==> src/rtl/matmul_sequencer_pkg.sv <==
// Shared definitions for the matmul sequencer slice.
//   - FSM state encoding
//   - array geometry (N_DIM, skew padding) and datapath pipeline latency
//   - default widths for instruction, K and column address fields
package matmul_pkg;

  localparam int N_DIM       = 4;
  // Pre-skewed operands need 2*(N_DIM-1) extra columns beyond K.
  localparam int SKEW        = 2 * (N_DIM - 1);
  // Memory read register + PE register between last column read and last PE update.
  localparam int PIPE_LAT    = 2;

  localparam int INST_AW_DEF = 3;
  localparam int K_W_DEF     = 4;
  localparam int COL_AW_DEF  = 8;

  typedef enum logic [2:0] {
    ST_IDLE,
    ST_FETCH,
    ST_DECODE,
    ST_CLEAR,
    ST_STREAM,
    ST_DRAIN,
    ST_WRITE,
    ST_DONE
  } state_t;

endpackage

==> src/rtl/matmul_sequencer_if.sv <==
// Host/memory-side signal bundle of the matmul sequencer.
//   master : the sequencer (drives strobes, addresses and status)
//   slave  : host + memories (drive ap_start and the registered instruction word)
// Signals:
//   ap_start / ap_done / busy / err_col_ovf / done_count : host control and status
//   inst_rd_en / inst_addr / inst_data                   : instruction memory port
//   in_rd_en / in_col_addr                               : shared A/B input memory port
//   arr_clr                                              : PE accumulator clear
//   out_wr_en / out_slot                                 : output memory capture
interface matmul_sequencer_if
  import matmul_pkg::*;
#(
  parameter int INST_AW = INST_AW_DEF,
  parameter int K_W     = K_W_DEF,
  parameter int COL_AW  = COL_AW_DEF
) ();

  logic               ap_start;
  logic               ap_done;
  logic               busy;
  logic               err_col_ovf;
  logic [INST_AW:0]   done_count;
  logic               inst_rd_en;
  logic [INST_AW-1:0] inst_addr;
  logic [K_W-1:0]     inst_data;
  logic               in_rd_en;
  logic [COL_AW-1:0]  in_col_addr;
  logic               arr_clr;
  logic               out_wr_en;
  logic [INST_AW-1:0] out_slot;

  modport master (
    input  ap_start, inst_data,
    output ap_done, busy, err_col_ovf, done_count, inst_rd_en, inst_addr,
           in_rd_en, in_col_addr, arr_clr, out_wr_en, out_slot
  );

  modport slave (
    output ap_start, inst_data,
    input  ap_done, busy, err_col_ovf, done_count, inst_rd_en, inst_addr,
           in_rd_en, in_col_addr, arr_clr, out_wr_en, out_slot
  );

endinterface

==> src/rtl/matmul_col_counter.sv <==
// Loadable down-counter plus column address generator used for STREAM and DRAIN.
//   load/load_val : reload remaining-cycle count (priority over dec)
//   dec           : count down by one
//   tc            : remaining count is 1, i.e. this is the last cycle of the phase
//   addr_load     : load column address from addr_base
//   addr_inc      : advance column address by one
//   addr          : current column address (holds when neither load nor inc)
module matmul_col_counter #(
  parameter int CNT_W  = 9,
  parameter int ADDR_W = 8
) (
  input  logic              clk,
  input  logic              rst,
  input  logic              load,
  input  logic [CNT_W-1:0]  load_val,
  input  logic              dec,
  input  logic              addr_load,
  input  logic [ADDR_W-1:0] addr_base,
  input  logic              addr_inc,
  output logic              tc,
  output logic [ADDR_W-1:0] addr
);

  logic [CNT_W-1:0] rem;

  assign tc = (rem == CNT_W'(1));

  // NOTE: state registers use non-blocking assignments so every flop samples
  // pre-edge values regardless of statement order.
  always_ff @(posedge clk or posedge rst) begin
    if (rst) begin
      rem  <= '0;
      addr <= '0;
    end else begin
      if (load)     rem <= load_val;
      else if (dec) rem <= rem - CNT_W'(1);

      if (addr_load)     addr <= addr_base;
      else if (addr_inc) addr <= addr + ADDR_W'(1);
    end
  end

endmodule

==> src/rtl/matmul_sequencer.sv <==
// Control FSM sequencing the 4x4 systolic matmul datapath over a job list.
// Ports:
//   clk, rst : clock, asynchronous active-high reset
//   bus      : matmul_sequencer_if.master (host control, instruction memory,
//              input memories, PE clear, output memory capture)
// Each non-zero instruction K runs FETCH, DECODE, CLEAR, STREAM (K+skew cycles),
// DRAIN (PIPE_LAT cycles) and WRITE; a zero instruction, a column-space overflow
// or the last table entry ends the job in DONE.
module matmul_sequencer
  import matmul_pkg::*;
#(
  parameter int INST_AW = INST_AW_DEF,
  parameter int K_W     = K_W_DEF,
  parameter int COL_AW  = COL_AW_DEF
) (
  input logic                clk,
  input logic                rst,
  matmul_sequencer_if.master bus
);

  localparam int LEN_W = COL_AW + 1;
  // One extra bit so col_base + len never wraps before the limit compare.
  localparam int SUM_W = COL_AW + 2;
  localparam logic [INST_AW-1:0] PC_LAST = '1;

  state_t             state, state_nxt;
  logic [INST_AW-1:0] pc;
  logic [LEN_W-1:0]   col_base;
  logic [LEN_W-1:0]   len_q;
  logic [LEN_W-1:0]   len_nxt;
  logic [INST_AW:0]   done_count_q;
  logic               err_q;
  logic [INST_AW-1:0] out_slot_q;
  logic               start_acc;
  logic               inst_zero;
  logic               ovf;
  logic               cnt_load;
  logic [LEN_W-1:0]   cnt_load_val;
  logic               cnt_dec;
  logic               cnt_tc;
  logic               addr_load;
  logic               addr_inc;
  logic [COL_AW-1:0]  col_addr;

  assign start_acc = ((state == ST_IDLE) || (state == ST_DONE)) && bus.ap_start;
  assign inst_zero = (bus.inst_data == '0);
  assign len_nxt   = LEN_W'(bus.inst_data) + LEN_W'(SKEW);
  assign ovf       = (SUM_W'(col_base) + SUM_W'(len_nxt)) > SUM_W'(2 ** COL_AW);

  always_ff @(posedge clk or posedge rst) begin
    if (rst) state <= ST_IDLE;
    else     state <= state_nxt;
  end

  always_comb begin
    state_nxt = state;
    unique case (state)
      ST_IDLE,
      ST_DONE:   if (bus.ap_start) state_nxt = ST_FETCH;
      ST_FETCH:  state_nxt = ST_DECODE;
      ST_DECODE: state_nxt = (inst_zero || ovf) ? ST_DONE : ST_CLEAR;
      ST_CLEAR:  state_nxt = ST_STREAM;
      ST_STREAM: if (cnt_tc) state_nxt = ST_DRAIN;
      ST_DRAIN:  if (cnt_tc) state_nxt = ST_WRITE;
      ST_WRITE:  state_nxt = (pc == PC_LAST) ? ST_DONE : ST_FETCH;
      default:   state_nxt = ST_IDLE;
    endcase
  end

  // NOTE: every output gets a default before the case so no path leaves a
  // signal unassigned, which would infer a latch.
  always_comb begin
    bus.inst_rd_en = 1'b0;
    bus.arr_clr    = 1'b0;
    bus.in_rd_en   = 1'b0;
    bus.out_wr_en  = 1'b0;
    bus.busy       = 1'b0;
    bus.ap_done    = 1'b0;
    cnt_load       = 1'b0;
    cnt_load_val   = '0;
    cnt_dec        = 1'b0;
    addr_load      = 1'b0;
    addr_inc       = 1'b0;
    unique case (state)
      ST_FETCH: begin
        bus.inst_rd_en = 1'b1;
        bus.busy       = 1'b1;
      end
      ST_DECODE: bus.busy = 1'b1;
      ST_CLEAR: begin
        bus.arr_clr  = 1'b1;
        bus.busy     = 1'b1;
        cnt_load     = 1'b1;
        cnt_load_val = len_q;
        addr_load    = 1'b1;
      end
      ST_STREAM: begin
        bus.in_rd_en = 1'b1;
        bus.busy     = 1'b1;
        // Last column: reuse the counter for the drain wait; address stays put.
        if (cnt_tc) begin
          cnt_load     = 1'b1;
          cnt_load_val = LEN_W'(PIPE_LAT);
        end else begin
          cnt_dec  = 1'b1;
          addr_inc = 1'b1;
        end
      end
      ST_DRAIN: begin
        bus.busy = 1'b1;
        cnt_dec  = 1'b1;
      end
      ST_WRITE: begin
        bus.out_wr_en = 1'b1;
        bus.busy      = 1'b1;
      end
      ST_DONE: bus.ap_done = 1'b1;
      default: ;
    endcase
  end

  always_ff @(posedge clk or posedge rst) begin
    if (rst) begin
      pc           <= '0;
      col_base     <= '0;
      len_q        <= '0;
      done_count_q <= '0;
      err_q        <= 1'b0;
      out_slot_q   <= '0;
    end else begin
      if (start_acc) begin
        pc           <= '0;
        col_base     <= '0;
        done_count_q <= '0;
        err_q        <= 1'b0;
      end
      if ((state == ST_DECODE) && !inst_zero) begin
        len_q <= len_nxt;
        if (ovf) err_q <= 1'b1;
      end
      // Captured on entry to WRITE so out_slot holds while pc moves on.
      if ((state == ST_DRAIN) && cnt_tc) out_slot_q <= pc;
      if (state == ST_WRITE) begin
        col_base     <= col_base + len_q;
        done_count_q <= done_count_q + 1'b1;
        if (pc != PC_LAST) pc <= pc + 1'b1;
      end
    end
  end

  matmul_col_counter #(
    .CNT_W (LEN_W),
    .ADDR_W(COL_AW)
  ) u_col_counter (
    .clk      (clk),
    .rst      (rst),
    .load     (cnt_load),
    .load_val (cnt_load_val),
    .dec      (cnt_dec),
    .addr_load(addr_load),
    .addr_base(col_base[COL_AW-1:0]),
    .addr_inc (addr_inc),
    .tc       (cnt_tc),
    .addr     (col_addr)
  );

  assign bus.inst_addr   = pc;
  assign bus.in_col_addr = col_addr;
  assign bus.out_slot    = out_slot_q;
  assign bus.done_count  = done_count_q;
  assign bus.err_col_ovf = err_q;

endmodule

==> src/flat_wrapper.sv <==
// flat-port wrapper written by rule: the top's interface ports become plain ports
module matmul_sequencer_flat import matmul_pkg::*;
#(
  parameter int INST_AW = INST_AW_DEF,
  parameter int K_W     = K_W_DEF,
  parameter int COL_AW  = COL_AW_DEF
)
  (clk, rst, bus_ap_start, bus_inst_data, bus_ap_done, bus_busy, bus_err_col_ovf, bus_done_count, bus_inst_rd_en, bus_inst_addr, bus_in_rd_en, bus_in_col_addr, bus_arr_clr, bus_out_wr_en, bus_out_slot);
  matmul_sequencer_if #(.INST_AW(INST_AW), .K_W(K_W), .COL_AW(COL_AW)) bus_i ();
  input logic clk;
  input logic rst;
  input wire logic [$bits(bus_i.ap_start)-1:0] bus_ap_start;
  input wire logic [$bits(bus_i.inst_data)-1:0] bus_inst_data;
  output wire logic [$bits(bus_i.ap_done)-1:0] bus_ap_done;
  output wire logic [$bits(bus_i.busy)-1:0] bus_busy;
  output wire logic [$bits(bus_i.err_col_ovf)-1:0] bus_err_col_ovf;
  output wire logic [$bits(bus_i.done_count)-1:0] bus_done_count;
  output wire logic [$bits(bus_i.inst_rd_en)-1:0] bus_inst_rd_en;
  output wire logic [$bits(bus_i.inst_addr)-1:0] bus_inst_addr;
  output wire logic [$bits(bus_i.in_rd_en)-1:0] bus_in_rd_en;
  output wire logic [$bits(bus_i.in_col_addr)-1:0] bus_in_col_addr;
  output wire logic [$bits(bus_i.arr_clr)-1:0] bus_arr_clr;
  output wire logic [$bits(bus_i.out_wr_en)-1:0] bus_out_wr_en;
  output wire logic [$bits(bus_i.out_slot)-1:0] bus_out_slot;
  assign bus_i.ap_start = bus_ap_start;
  assign bus_i.inst_data = bus_inst_data;
  assign bus_ap_done = bus_i.ap_done;
  assign bus_busy = bus_i.busy;
  assign bus_err_col_ovf = bus_i.err_col_ovf;
  assign bus_done_count = bus_i.done_count;
  assign bus_inst_rd_en = bus_i.inst_rd_en;
  assign bus_inst_addr = bus_i.inst_addr;
  assign bus_in_rd_en = bus_i.in_rd_en;
  assign bus_in_col_addr = bus_i.in_col_addr;
  assign bus_arr_clr = bus_i.arr_clr;
  assign bus_out_wr_en = bus_i.out_wr_en;
  assign bus_out_slot = bus_i.out_slot;
  matmul_sequencer #(.INST_AW(INST_AW), .K_W(K_W), .COL_AW(COL_AW)) u_core (.clk(clk), .rst(rst), .bus(bus_i));
endmodule
==> config.mk <==
export PLATFORM = sky130hd
export DESIGN_NAME = matmul_sequencer_flat
export DESIGN_NICKNAME = d
export VERILOG_FILES = /design/src/rtl/matmul_sequencer_pkg.sv /design/src/rtl/matmul_sequencer_if.sv /design/src/rtl/matmul_col_counter.sv /design/src/rtl/matmul_sequencer.sv /design/src/flat_wrapper.sv
export SDC_FILE = /design/constraint.sdc
export NUM_CORES = 1
export LEC_CHECK = 0
export CORE_ASPECT_RATIO = 1.4
export CORE_MARGIN = 2
export CORE_UTILIZATION = 57
export CTS_CLUSTER_DIAMETER = 30
export DETAILED_ROUTE_END_ITERATION = 8
export GPL_TIMING_DRIVEN = 0
export HOLD_SLACK_MARGIN = 0.02
export PLACE_DENSITY_LB_ADDON = 0.05
export SLEW_MARGIN = 20
export SYNTH_ARGS = -nofsm -noshare
export SYNTH_HDL_FRONTEND = slang
export SYNTH_SLANG_ARGS = --single-unit
export TNS_END_PERCENT = 10
==> constraint.sdc <==
create_clock -name clk -period 3.15 [get_ports clk]
set_input_delay 0.315 -clock clk [delete_from_list [all_inputs] [get_ports clk]]
set_output_delay 0.315 -clock clk [all_outputs]
set_load 0.01 [all_outputs]
=== Word level (Yosys, flattened, before mapping) ===
Index checks and enable logic that the tools add are counted.

* Register bits: 49
* Bits of input ports: 7
* Output and inout port bits: 25
* Word-level logic and storage cells: 77

* $add $sub $neg: 7
* $lt $le $gt $ge: 1
* Equality and inequality tests: 13
* Muxes and demuxes: 33
* Reduce and logical (&&, ||, !) cells: 14

{| class="wikitable"
|+ Operators with widths
! kind !! count
|-
| $mux W9 || 4
|-
| $mux W3 || 8
|-
| $pmux W3 S7 || 1
|-
| $pmux W9 S2 || 1
|-
| $mux W8 || 2
|-
| $eq A3 B3 Y1 const B || 5
|-
| $mux W1 || 12
|-
| $add A9 B9 Y10 || 1
|-
| $gt A10 B9 Y1 const B || 1
|-
| $add A9 B9 Y9 || 1
|-
| $eq A9 B1 Y1 const B || 1
|-
| $sub A9 B1 Y9 const B || 1
|-
| $add A8 B1 Y8 const B || 1
|-
| $mux W4 || 2
|-
| $eq A3 B2 Y1 const B || 2
|-
| $reduce_bool A2 Y1 || 3
|-
| $reduce_or A6 Y1 || 1
|-
| $add A4 B3 Y5 const B || 1
|-
| $add A4 B1 Y4 const B || 1
|-
| $logic_not A4 Y1 || 1
|-
| $ne A2 B1 Y1 const B || 2
|-
| $pmux W1 S2 || 2
|-
| $add A3 B1 Y3 const B || 1
|-
| $eq A3 B1 Y1 const B || 1
|-
| other kinds (9) || 12
|}

=== Depth between registers and ports, before layout ===
Gate-level depths: netlist (run 1).

* Depth after elaboration: 6
* Mapped depth: 10
* Gate-level depth less buffers: 9

=== Modules after synthesis ===
From an unflattened synthesis (run 1), not the netlist that was laid out.

* Cells, all modules: 310
* Area total of the unflattened synthesis: 2881.5 um2

{| class="wikitable"
|+ By module, submodules not included
! module !! times used !! cells each !! area each (um2) !! seq. area each (um2)
|-
| matmul_sequencer || 1 || 206 || 1933.1 || 700.7
|-
| matmul_col_counter || 1 || 104 || 948.4 || 425.4
|}

=== Worst setup path after synthesis (run 1) ===
OpenSTA, ideal clock, no wires.

* Kind: input-to-reg
* From: in bus_inst_data[1]
* To: reg u_core.err_q, in the netlist u_core.bus.err_col_ovf
* Library setup time: 0.133 ns
* Data arrival time: 2.122 ns
* Data required time: 3.017 ns
* Slack: 0.895 ns
* Stages on the path: 10
* Buffers on the path: 1
* Cell sequence: inv_1 -> ha_1 -> inv_1 -> ha_1 -> and3_1 -> buf_2 -> o21ai_0 -> or4_1 -> a32oi_1 -> a21oi_1

* Word-level cells in the longest chain between the ends: 5
* Elaborated cells between the ends (all ways): 8
* Classes of those cells: add/sub: 2; order compare: 1; mux: 2; reduce/logical: 3

{| class="wikitable"
|+ Ends and longest elaborated chain
! what !! RTL line !! RTL
|-
| from (decl) || flat_wrapper.sv:13 || <nowiki>input wire logic [$bits(bus_i.inst_data)-1:0] bus_inst_data;</nowiki>
|-
| $add A4 B3 Y5 || matmul_sequencer.sv:47 || <nowiki>assign len_nxt = LEN_W'(bus.inst_data) + LEN_W'(SKEW);</nowiki>
|-
| named net u_core.len_nxt[2] || matmul_sequencer.sv:30 || <nowiki>logic [LEN_W-1:0] len_nxt;</nowiki>
|-
| $add A9 B9 Y10 || matmul_sequencer.sv:48 || <nowiki>assign ovf = (SUM_W'(col_base) + SUM_W'(len_nxt)) > SUM_W'(2 ** COL_AW);</nowiki>
|-
| $gt A10 B9 Y1 || matmul_sequencer.sv:48 ||
|-
| $mux W1 || matmul_sequencer.sv:139 || <nowiki>if (ovf) err_q <= 1'b1;</nowiki>
|-
| $mux W1 || matmul_sequencer.sv:137 || <nowiki>if ((state == ST_DECODE) && !inst_zero) begin</nowiki>
|-
| to (signal assigned) || matmul_sequencer.sv:128 || <nowiki>err_q <= 1'b0;</nowiki>
|-
| to (signal assigned) || matmul_sequencer.sv:135 || <nowiki>err_q <= 1'b0;</nowiki>
|-
| to (signal assigned) || matmul_sequencer.sv:139 ||
|-
| to (decl) || matmul_sequencer.sv:32 || <nowiki>logic err_q;</nowiki>
|}

The timed path passes the listed nets, and every way through them passes these cells.
A chain may end at the register's enable or synchronous reset.

=== Worst setup path after layout (run 1) ===
* From: in bus_inst_data[1]
* To: reg u_core.state[2]

* Word-level cells in the longest chain between the ends: 6
* Elaborated cells between the ends (all ways): 7
* Classes of those cells: add/sub: 2; order compare: 1; mux: 2; reduce/logical: 2

{| class="wikitable"
|+ Ends and longest elaborated chain
! what !! RTL line !! RTL
|-
| $add A4 B3 Y5 || matmul_sequencer.sv:47 ||
|-
| named net u_core.len_nxt[1] || matmul_sequencer.sv:30 ||
|-
| $add A9 B9 Y10 || matmul_sequencer.sv:48 ||
|-
| $gt A10 B9 Y1 || matmul_sequencer.sv:48 ||
|-
| $logic_or A1 B1 Y1 || matmul_sequencer.sv:61 || <nowiki>ST_DECODE: state_nxt = (inst_zero || ovf) ? ST_DONE : ST_CLEAR;</nowiki>
|-
| $mux W3 || matmul_sequencer.sv:61 ||
|-
| $pmux W3 S7 || matmul_sequencer.sv:57 || <nowiki>unique case (state)</nowiki>
|-
| to (signal assigned) || matmul_sequencer.sv:52 || <nowiki>else state <= state_nxt;</nowiki>
|-
| to (decl) || matmul_sequencer.sv:26 || <nowiki>state_t state, state_nxt;</nowiki>
|}

The timed path passes the listed nets, and every way through them passes these cells.

==> impl_metrics.tcl, run 1 <==
set metrics [dict create \
    fin_tns_setup_ns 0 \
    synth_area_leader_cell "dfrtp_1" \
    crit_path_end_kind "register" \
    synth_top_family_by_area "simple AND/OR/NAND/NOR gates" \
    cp.required_ns 3.32 \
    synth_xor_area_share_pct 3.31 \
    cts_root_buffer "clkbuf_8" \
    multiInputGateArea_sq_mm 0.00166 \
    die_area_sq_mm 0.00570 \
    hold_viol_final 0 \
    core.rowCount 30 \
    status "completed" \
    drive_gt1_share_pct 9.19 \
    design.core.area_sq_mm 0.00488 \
    hp-class "input pin to async pin" \
    synth.mux.area_fraction_pct 3.70 \
    die_width_um 64.4 \
    regArea_sq_mm 0.00113 \
    routabilityCongestion 0.929 \
    synthAdderAreaFrac_pct 9.12 \
    synth-main-ff-cell "dfrtp_1" \
    ys_types 57 \
    powerDensity_mw_per_mm2 363 \
    port_buffers 31 \
    grt_first_pass_wirelength_mm 11.4 \
    hold_slack_ns 0.307 \
    cts_tree "built" \
    crit_fanout 4 \
    crit_type "input pin to register" \
    synth-compound-area-share_pct 19.2 \
    grt_max_degree 30 \
    die_h_um 88.5 \
    postRouteAntennaNets 0 \
    io_pins 32 \
    cp_cell_sequence "clkdlybuf4s50_1, inv_1, ha_1, inv_1, ha_1, a211oi_1, o21bai_1, and4_1, o41ai_1, a21oi_1" \
    syn_to_final_growth_pct 17.9 \
    drcViolationCount 0 \
    syn-cell-area_sq_mm 0.00291 \
    slew_violations 0 \
    crit_arrival_ns 3.02 \
    hpwl_mm 5.02 \
    synth.most_common_cell "dfrtp_1" \
    skew_ns 0.0101 \
    cts_num_sinks 45 \
    routed_wirelength_mm 6.56 \
    pre_cts_ws_ns 0.0374 \
    power_leakage_nw 1.54 \
    yosysWarnings 0 \
    fin_crit_ns 2.85 \
    grt_overflow 0 \
    wl_per_cell_um 15.5 \
    netlist_instances 319 \
    timing.final.ws_setup_ns 0.301 \
    async_flop_share_pct 100 \
    start_util_pct 59.6 \
    timing.final.crit_share_pct 90.4 \
    cpPeakStageDelay_ns 0.54 \
    synthTopCellsByArea "dfrtp_1 39%, ha_1 7.7%, o21ai_0 4.8%" \
    crit_slowest_cell "clkdlybuf4s50_1" \
    ys_ff_latch 45 \
    viasPerCell 5.91 \
    grt_pass1_vias 2368 \
    vias 2499 \
    cts_hold_buf 0 \
    clock_latency_ns 0.30 \
    n_fill_cell 437 \
    synth-seq-area-share_pct 38.7 \
    syn_nets 346 \
    setup_viol 0 \
    cts_max_level 2 \
    avgSynthCellArea_sq_um 9.12 \
    antenna_cells 0 \
    irDropWorstVdd_v 0.000334 \
    critical-path-top-delay-family "compound AO/OA/AOI/OAI gates" \
    first_iter_violations 138 \
    cp_num_buf_inv 3 \
    firstDrtPassIters 5 \
    synth-edff-count 0 \
    post-cts-setup-buffers 0 \
    rsz0062_at_grt "no" \
    cts-resized-gates 0 \
    antenna_found_initial 0 \
    yosys-top-cells-count "45 x dfrtp_1, 30 x nand2_1, 28 x o21ai_0, 26 x nor2_1, 18 x ha_1" \
    total_power_w 0.00125 \
    fmax_mhz 351 \
    cts_buffers 5 \
    worstMarginPinSlew_ns 0.632 \
    clk_path_buf_depth 2 \
    fin_nets 385 \
    max-slew-margin-rel_pct 57.4 \
    synthSimpleGateAreaFrac_pct 21.7 \
    grt_usage_pct 25.6 \
    yosys.area.top_type_share_pct 38.7 \
    cts.clk_slew.worst_paths_ns 0.09 \
    cp-start-kind "input pin" \
    cap_violations 0 \
]
layout make-up:
class	instances	share of cell area, %
Inverter	17	1.93
Clock buffer	6	2.12
Multi-Input combinational cell	244	48.4
Timing Repair Buffer	32	9.63
Sequential cell	45	32.8
Buffer	13	1.68
Clock inverter	2	1.13
Tap cell	64	2.33
per-layer routing:
layer | GRT usage [%] | vias up | routed length, um
li1 | - | 1246 | -
met1 | 33.3 | 1177 | 2880
met2 | 42.9 | 61 | 3210
met3 | 3.69 | 15 | 252
met4 | 10.8 | 0 | 217
met5 | 0 | - | 0
power breakdown:
group	total (W)	leakage, nW	switching, W	internal (W)
registers	0.000621	0.495	0.0000234	0.000597
logic	0.000185	0.994	0.0000905	0.0000943
clock network	0.000441	0.0554	0.000202	0.000238
total	0.00125	1.54	0.000316	0.000930
cell usage in the layout, fill, tap and decap left out, types with 3 or more instances in the layout:
cell type,n
dfrtp_1,45
clkdlybuf4s50_1,31
nand2_1,30
o21ai_0,28
nor2_1,26
ha_1,18
nand3_1,14
a21oi_1,14
inv_1,13
clkbuf_1,7
and3_1,7
buf_2,7
nor3_1,6
a221o_1,6
nor2b_1,6
nor3b_1,6
xnor2_1,6
mux2_2,6
xor2_1,5
clkbuf_8,5
nand4_1,4
a21o_1,4
nor4_1,4
mux2i_1,4
or4_1,3
o311ai_0,3
nand2b_1,3
and2_1,3
state kept, by name, indices dropped and copies added, names as in the netlist:
| signal | cells |
|---|---|
| u_core.bus.done_count | 4 |
| u_core.bus.err_col_ovf | 1 |
| u_core.bus.inst_addr | 3 |
| u_core.bus.out_slot | 3 |
| u_core.col_base | 9 |
| u_core.len_q | 5 |
| u_core.state | 3 |
| u_core.u_col_counter.addr | 8 |
| u_core.u_col_counter.rem | 9 |
metrics by stage:
step / utilization, % / instances / instance area [sq um]
CTS: 70.3 / 423 / 3430
detailed placement: 68.0 / 415 / 3320
global placement: 67.6 / 414 / 3300
global route: 70.3 / 423 / 3430
finish: 70.3 / 423 / 3430
floorplan: - / 319 / 2910
cell families after synthesis:
| family | count (synthesis) |
|---|---|
| AND/OR/NAND/NOR | 122 |
| XOR/XNOR | 11 |
| AO/OA/AOI/OAI | 81 |
| buffers and inverters | 30 |
| adder cells (fa/ha/maj) | 20 |
| flip-flops | 45 |
| multiplexers | 10 |
final timing paths:
kind	from	to	slack (ns)	cells past startpoint
setup / recovery	bus_inst_data[1]	u_core.state[2]	0.30	10
hold / removal	rst	u_core.bus.out_slot[2]	0.31	2
setup reg to reg	u_core.col_base[0]	u_core.state[2]	0.59	7
hold reg to reg	u_core.bus.done_count[3]	u_core.bus.done_count[3]	0.51	1
max in group asynchronous	rst	u_core.len_q[3]	2.36	3
min in group clk	u_core.bus.done_count[3]	u_core.bus.done_count[3]	0.51	1
(Power assumes the default switching activity.)
==> inputs of run 2 (changes only) <==
- CAP_MARGIN: default -> 20
- CELL_PAD_IN_SITES_DETAIL_PLACEMENT: default -> 0
- CELL_PAD_IN_SITES_GLOBAL_PLACEMENT: default -> 1
- CORE_UTILIZATION: 57 -> 43
==> impl_metrics.tcl, run 2 (synthesis results as in run 1) <==
set metrics [dict create \
    wl_per_cell_um 16.7 \
    antenna_found_initial 0 \
    placed_cell_area_sq_mm 0.00333 \
    top_regs "u_core.col_base x9, u_core.u_col_counter.rem x9, u_core.u_col_counter.addr x8" \
    crit_fanout 4 \
    fin_crit_ns 2.77 \
    io_pins 32 \
    mostFrequentLayoutCell "dfrtp_1" \
    clk_path_buf_depth 2 \
    clock_latency_ns 0.30 \
    routabilityCongestion 0.810 \
    reg2reg_to "u_core.state[2]" \
    cts_buffers 5 \
    setup_viol 0 \
    port_buffers 31 \
    rsz0062_at_grt "no" \
    slew_violations 0 \
    viasPerCell 5.76 \
    drive_gt1_share_pct 8.96 \
    grt_overflow 0 \
    max-slew-margin-rel_pct 57.5 \
    crit_start "bus_inst_data[1]" \
    worstMarginPinSlew_ns 0.636 \
    rrSetupSlack_ns 0.57 \
    status "completed" \
    rr_worst_depth 7 \
    drcViolationCount 0 \
    grt_pass1_vias 2460 \
    crit_arrival_ns 2.93 \
    r2r-start "u_core.col_base[0]" \
    cts_root_buffer "clkbuf_8" \
    cts-resized-gates 0 \
    stdcell_area_sq_mm 0.00341 \
    die_width_um 73.5 \
    timing.final.crit_share_pct 87.9 \
    firstDrtPassIters 4 \
    routed_wirelength_mm 7.19 \
    cts.clk_slew.worst_paths_ns 0.08 \
    grt_max_degree 31 \
    hp-class "input pin to async pin" \
    antenna_cells 0 \
    fin_nets 385 \
    fmax_mhz 361 \
    crit_path_end_kind "register" \
    fin_tns_setup_ns 0 \
    irDropWorstVdd_v 0.000195 \
    first_iter_violations 116 \
    core.rowCount 35 \
    powerDensity_mw_per_mm2 338 \
    cts_tree "built" \
    vias 2482 \
    layout_common_cells "45 x dfrtp_1, 31 x clkdlybuf4s50_1, 30 x nand2_1, 28 x o21ai_0, 26 x nor2_1" \
    crit_type "input pin to register" \
    cts_max_level 2 \
    postRouteAntennaNets 0 \
    die_area_sq_mm 0.00745 \
    grt_usage_pct 21.0 \
    hold_viol_final 0 \
    cts_num_sinks 45 \
    power_leakage_nw 1.53 \
    cap_violations 0 \
    start_util_pct 44.3 \
    die_h_um 101 \
    cp-start-kind "input pin" \
    cp.required_ns 3.31 \
    post-cts-setup-buffers 0 \
    cts_hold_buf 0 \
    skew_ns 0.00657 \
    grt_first_pass_wirelength_mm 12.1 \
    syn_to_final_growth_pct 17.1 \
    design.core.area_sq_mm 0.00657 \
    hpwl_mm 5.54 \
    critPathCapture "u_core.state[2]" \
]
run 2: cell types whose count changed in the layout (fill, tap and decap cells not counted), sizes merged:
cell	change
bufinv	-1
clkbuf	-1
run 2: routing by layer:
metal / track usage (%) / up-vias / wire length (um)
met2: 38.5 / 41 / 3820
met1: 25.6 / 1196 / 3140
li1: - / 1239 / -
met4: 5.03 / 0 / 62
met5: 0 / - / 0
met3: 2.99 / 6 / 168
run 2: report_power, final:
| group | internal [W] | leakage [nW] | total, W | switching (W) |
|---|---|---|---|---|
| Clock | 0.000147 | 0.0399 | 0.000342 | 0.000195 |
| Sequential | 0.000597 | 0.495 | 0.000622 | 0.0000247 |
| Combinational | 0.0000942 | 0.994 | 0.000186 | 0.0000917 |
run 2: worst min-delay path by stage:
stage | to | slack (ns) | startpoint | depth (start not counted)
final | u_core.bus.out_slot[0] | 0.30 | rst | 2
after global routing | u_core.u_col_counter.addr[2] | 0.33 | rst | 2
after CTS | u_core.u_col_counter.addr[2] | 0.32 | rst | 2
after detailed placement | u_core.bus.out_slot[2] | 0.50 | u_core.bus.out_slot[2] | 1
after global placement | u_core.bus.out_slot[1] | 0.49 | u_core.bus.out_slot[1] | 1
after floorplan | u_core.len_q[1] | 0.43 | bus_inst_data[1] | 1
run 2: metrics by stage:
stage / util, % / setup slack (ns) / hold slack [ns] / instances / power (W)
finish: 51.8 / 0.380 / 0.303 / 431 / 0.00115
global route: 51.8 / 0.167 / 0.334 / 431 / 0.00121
CTS: 51.8 / 0.382 / 0.320 / 431 / 0.00116
detailed placement: 50.7 / 0.0756 / 0.497 / 425 / 0.000821
global placement: 50.4 / 0.0833 / 0.491 / 424 / 0.000815
floorplan: - / 0.895 / 0.427 / 319 / 0.000736
run 2: worst max-delay path, stage by stage:
cell and delay, ns:
clkdlybuf4s50_1 0.51, inv_1 0.11, ha_1 0.31, inv_1 0.06, ha_1 0.33, a211oi_1 0.44, o21bai_1 0.22, and4_1 0.26
o41ai_1 0.30, a21oi_1 0.10
run 2: cell type report:
class                   instances  area (sq um)
clock inverters                 1          5.00
inverters                      17          66.3
flip-flops and latches         45          1130
plain buffers                  13          57.6
fillers                       653          3160
multi-input cells             244          1660
clock buffers                   5          68.8
repair buffers                 32           330
well taps                      74          92.6
